$ cat src/rtl/rtcomp_mesh_mc.sv
// rtcomp_mesh_mc: route computation for unicast and bitmask-multicast headers
// on a MESH_X x MESH_Y mesh. A multicast mask is split into per-port sub-masks
// issued one per cycle, in the order local, east, west, north, south.
// Optional build macro RTCOMP_YX_EN switches dimension order from XY to YX.
//
// Handshake: a transfer happens on a rising edge where valid=1 and ready=1.
// The producer holds its payload stable while valid=1 and ready=0, and valid
// never depends combinationally on ready.
module rtcomp_mesh_mc #(
  parameter int MESH_X  = 4,
  parameter int MESH_Y  = 4,
  parameter int MY_XPOS = 0,
  parameter int MY_YPOS = 0,
  parameter int NUM_VC  = 2,
  localparam int N      = MESH_X * MESH_Y,
  localparam int IDW    = $clog2(N),
  localparam int VCW    = (NUM_VC > 1) ? $clog2(NUM_VC) : 1
) (
  input  logic           clk,
  input  logic           rst,
  input  logic           in_valid,
  output logic           in_ready,
  input  logic           in_type,
  input  logic [VCW-1:0] in_vch,
  input  logic [IDW-1:0] in_udst,
  input  logic [N-1:0]   in_mdst,
  output logic           out_valid,
  input  logic           out_ready,
  output logic [2:0]     out_port,
  output logic [VCW-1:0] out_vch,
  output logic [N-1:0]   out_mdst,
  output logic           out_last,
  output logic           err
);

  typedef enum logic {IDLE, EMIT} state_t;
  state_t state;

  // Dimension-order routing decision for a destination at (x, y).
  function automatic logic [2:0] route_of(input int x, input int y);
`ifdef RTCOMP_YX_EN
    if (y > MY_YPOS)      return 3'd3;
    else if (y < MY_YPOS) return 3'd4;
    else if (x > MY_XPOS) return 3'd1;
    else if (x < MY_XPOS) return 3'd2;
    else                  return 3'd0;
`else
    if (x > MY_XPOS)      return 3'd1;
    else if (x < MY_XPOS) return 3'd2;
    else if (y > MY_YPOS) return 3'd3;
    else if (y < MY_YPOS) return 3'd4;
    else                  return 3'd0;
`endif
  endfunction

  // route_sel[p][i] is a constant: node i leaves through port p.
  logic [N-1:0] route_sel [5];
  for (genvar p = 0; p < 5; p++) begin : g_port
    for (genvar i = 0; i < N; i++) begin : g_node
      assign route_sel[p][i] = (route_of(i % MESH_X, i / MESH_X) == 3'(p));
    end
  end

  logic [N-1:0] grp_q    [5];  // groups still to be issued for this header
  logic [N-1:0] src_grp  [5];
  logic [N-1:0] nxt_grp  [5];
  logic [N-1:0] uni_mask;
  logic [N-1:0] hdr_mask;
  logic [N-1:0] pick_mask;
  logic [4:0]   nonempty;
  logic [4:0]   rem;
  logic [2:0]   pick;
  logic         any_grp;
  logic         nxt_last;

  assign in_ready = (state == IDLE);

  // Group selection: fresh groups while idle, pending groups while emitting.
  // A unicast header becomes a one-hot mask so both kinds share one path;
  // an out-of-range unicast id gives an empty mask and is flagged illegal.
  always_comb begin
    uni_mask = '0;
    for (int i = 0; i < N; i++) begin
      if (in_udst == IDW'(i)) uni_mask[i] = 1'b1;
    end
    hdr_mask = in_type ? in_mdst : uni_mask;
    for (int p = 0; p < 5; p++) begin
      src_grp[p]  = in_ready ? (hdr_mask & route_sel[p]) : grp_q[p];
      nonempty[p] = |src_grp[p];
    end
    any_grp = |nonempty;
    pick = 3'd0;
    for (int p = 4; p >= 0; p--) begin
      if (nonempty[p]) pick = 3'(p);
    end
    rem       = nonempty & ~(5'b00001 << pick);
    nxt_last  = (rem == 5'd0);
    pick_mask = src_grp[pick];
    for (int p = 0; p < 5; p++) begin
      nxt_grp[p] = (pick == 3'(p)) ? '0 : src_grp[p];
    end
  end

  // Control FSM with registered request outputs and error pulse.
  always_ff @(posedge clk) begin
    if (rst) begin
      state     <= IDLE;
      out_valid <= 1'b0;
      out_port  <= 3'd0;
      out_vch   <= '0;
      out_mdst  <= '0;
      out_last  <= 1'b0;
      err       <= 1'b0;
      for (int p = 0; p < 5; p++) grp_q[p] <= '0;
    end else begin
      err <= 1'b0;
      case (state)
        IDLE: begin
          if (in_valid) begin
            if (!any_grp) begin
              err <= 1'b1;
            end else begin
              out_valid <= 1'b1;
              out_port  <= pick;
              out_vch   <= in_vch;
              out_mdst  <= in_type ? pick_mask : '0;
              out_last  <= nxt_last;
              for (int p = 0; p < 5; p++) grp_q[p] <= nxt_grp[p];
              state     <= EMIT;
            end
          end
        end
        EMIT: begin
          if (out_ready) begin
            if (out_last) begin
              out_valid <= 1'b0;
              state     <= IDLE;
            end else begin
              out_port <= pick;
              out_mdst <= pick_mask;
              out_last <= nxt_last;
              for (int p = 0; p < 5; p++) grp_q[p] <= nxt_grp[p];
            end
          end
        end
        default: state <= IDLE;
      endcase
    end
  end

endmodule

$ cat config.mk
export PLATFORM = sky130hd
export DESIGN_NAME = rtcomp_mesh_mc
export DESIGN_NICKNAME = d
export VERILOG_FILES = /design/src/rtl/rtcomp_mesh_mc.sv
export SDC_FILE = /design/constraint.sdc
export NUM_CORES = 1
export LEC_CHECK = 0
export CORE_ASPECT_RATIO = 1.1
export CORE_MARGIN = 5
export CORE_UTILIZATION = 38
export CTS_BUF_LIST = sky130_fd_sc_hd__clkbuf_8
export DETAILED_ROUTE_END_ITERATION = 10
export GPL_TIMING_DRIVEN = 1
export PLACE_DENSITY = 0.68
export SETUP_SLACK_MARGIN = 0.5
export SLEW_MARGIN = 20
export SYNTH_ARGS = -nofsm -noshare
export SYNTH_HDL_FRONTEND = slang
export SYNTH_SLANG_ARGS = --single-unit
$ cat constraint.sdc
create_clock -name clk -period 9.3 [get_ports clk]
set_clock_uncertainty 0.15 [all_clocks]
set_input_delay 1.395 -clock clk [delete_from_list [all_inputs] [get_ports clk]]
set_output_delay 1.395 -clock clk [all_outputs]
set_load 0.01 [all_outputs]
==> run summary <==
FF-to-FF path depth - 10
leak pwr - 2.09 nW
Mean Syn Cell Area - 11.1 um2
Final WS setup - 3.31 ns
# DRC - 0
vias - 4035
Crit. End Element - register
layout cells sized above 1 - 7.20%
min cycle time layout - 5.99 ns
Max-slew headroom - 32.8%
setup violators final - 0
P per Cell Area - 173 nW/um2
Ys Warns - 0
Crit Path Class - input pin to register
setup bufs post-CTS - 0
Layout Nets - 535
worst reg2reg setup slack - 4.39 ns
post-layout util - 45.0%
worst vdd ir - 69.6 uV
DRT Pass-1 Iters - 6
cell taking the most area after synthesis - edfxtp_1
TritonCTS Buffers - 9
synthesis-to-layout area growth - 16.7%
asr flop ratio synth - 0%
f_max - 167 MHz
Startpoint Class - input pin
status - complete, no violations
post_cts resized - 0
Psw - 0.000284 W
register area share after synthesis - 56.5%
Sink Count - 104
Hold Path Cell Cnt - 2
final worst path period share - 64.4%
ranking of synthesized cells by area - edfxtp_1 (47%), dfxtp_1 (9.4%), and2_1 (5.9%)
Internal - 0.000745 W
largest net degree at the start of global routing - 62
DRT iter0 DRCs - 534
Worst Max-Slew Pin Slew - 1.01 ns
Yosys top cell area share - 47.1%
FP Rows - 44
Antenna diodes - 0
clk slew on worst S/H paths - 0.10 ns
Min-Delay Endpoint - out_valid
synthesis-stage register bit count - 104
Comb power frac - 16.1%
CTS Root Cell - clkbuf_8
sw frac - 27.6%
Post-DP HPWL - 9880 um
Global Route Usage Sum - 17.2%
Post-Syn Area - 5100 um2
launching point of the worst reg2reg path - state
wire length per cell - 20.1 um
die area - 15800 um2
Seq pwr share - 54.7%
Hold Startpoint - out_valid
dpl ws - 2.95 ns
Max Slew Vio Count - 0
Die Y - 132 um
H-tree Lvls - 3
Critical Path Fanout Max - 51
Die X - 120 um
Clock Tree Buf Depth - 2
CP Data Required Time - 9.21 ns
Max-cap violations - 0
number of global-route vias before repair - 3959
core region area - 13200 um2
post-route ant nets - 0
I/O Pins - 50
Synth cell types - 60
Post-synth EDFFs - 80
initial core utilization - 38.6%
Mapped Cells - 459
Layout fillers - 1231
Vias/cell - 5.98
most instantiated library cell after synthesis - edfxtp_1
PortBufs - 49
Final Hold Viols - 0
CP arrival - 5.90 ns
clock share of power - 29.2%
gp weighted congestion - 0.883
grt total ovfl - 0
setup TNS - 0 ns
initial antenna violation count - 0
Most used DFF post-synth - edfxtp_1
worst hold slack - 0.312 ns
first-pass GRT wire length - 21600 um
total wire length - 13600 um
RSZ-0062 raised after global routing - false
Worst R2R End - grp_q[0][19]
Hold Buf Count CTS - 0
CTS tree - built
Skew-Pair Late Insertion Delay - 0.38 ns
Post-synth top cells - edfxtp_1 (80), and2_1 (48), nor2_1 (36), a21oi_1 (31), nand2_1 (30)
HP Class - register to register
-- cell type report --
class / count / area, um2 / area share, %
repair buffers: 53 / 520 / 8.75
inverters: 2 / 7.51 / 0.126
clock inverters: 4 / 51.3 / 0.862
multi-input cells: 339 / 2120 / 35.7
well taps: 161 / 201 / 3.38
clock buffers: 12 / 165 / 2.77
flip-flops and latches: 104 / 2880 / 48.5
-- worst max-delay path by stage --
stage               start      endpoint  slack, ns
4_1_cts           in_type  grp_q[0][30]       3.33
2_1_floorplan  in_udst[0]   grp_q[0][0]       4.02
3_5_place_dp      in_type  grp_q[0][22]       2.95
3_3_place_gp      in_type  grp_q[0][22]       3.19
6_report          in_type  grp_q[0][19]       3.31
5_1_grt           in_type  grp_q[0][28]       2.95
-- layout by cell type, fill, tap and decap left out, types with 6 or more instances in the layout --
master / instances
a21oi_1: 31
a221o_1: 7
a221oi_1: 10
a22o_1: 10
and2_1: 48
and3_1: 6
clkbuf_8: 12
clkdlybuf4s50_1: 49
conb_1: 16
dfxtp_1: 23
edfxtp_1: 80
mux2i_1: 12
nand2_1: 30
nand2b_1: 6
nor2_1: 36
nor2b_1: 6
nor3_1: 11
nor4_1: 24
o21ai_0: 21
-- cells by family (layout without fill, tap and decap cells) --
kind of cell	count (synthesis)	in the layout	share of synthesized area (%)
AO/OA/AOI/OAI	117	117	16.7
XOR/XNOR	1	1	0.172
buffers and inverters	31	71	3.02
flip-flops	104	104	56.5
multiplexers	12	12	2.35
other	1	16	0.0735
AND/OR/NAND/NOR	193	193	21.2
-- critical path, cell delays in order --
cell	delay, ns
clkdlybuf4s50_1	0.79
nor2b_1	0.49
a222oi_1	0.46
and3_1	0.24
nand4_2	0.38
o41ai_4	0.71
nand2_2	0.21
nor2_4	0.37
inv_2	0.36
buf_4	0.44
-- registers in the layout, summed over array words and instances, names as in the netlist --
name       flops
err            1
grp_q         80
out_last       1
out_mdst      16
out_port       3
out_valid      1
out_vch        1
state          1
-- metal layers --
layer,GRT usage (%),vias to the layer above,part of all wire (%)
met5,0,-,0
met4,7.56,0,3.6
met3,3.48,36,8.5
met2,25.9,209,44
met1,24.0,1941,44
li1,-,1849,-
-- through the flow --
step	power [W]	instances	cell area (um2)
finish	0.00103	675	5950
global route	0.00107	675	5950
CTS	0.00103	675	5950
detailed placement	0.000736	659	5740
global placement	0.000734	659	5740
floorplan	0.000673	474	5160
-- power groups by stage --
stage / clock [W] / sequential [W] / combinational [W]
3_3_place_gp: 0 / 0.000573 / 0.000161
6_report: 0.000300 / 0.000563 / 0.000166
5_1_grt: 0.000320 / 0.000567 / 0.000180
4_1_cts: 0.000304 / 0.000563 / 0.000164
3_5_place_dp: 0 / 0.000573 / 0.000163
2_1_floorplan: 0 / 0.000567 / 0.000106
(Power assumes the default switching activity.)
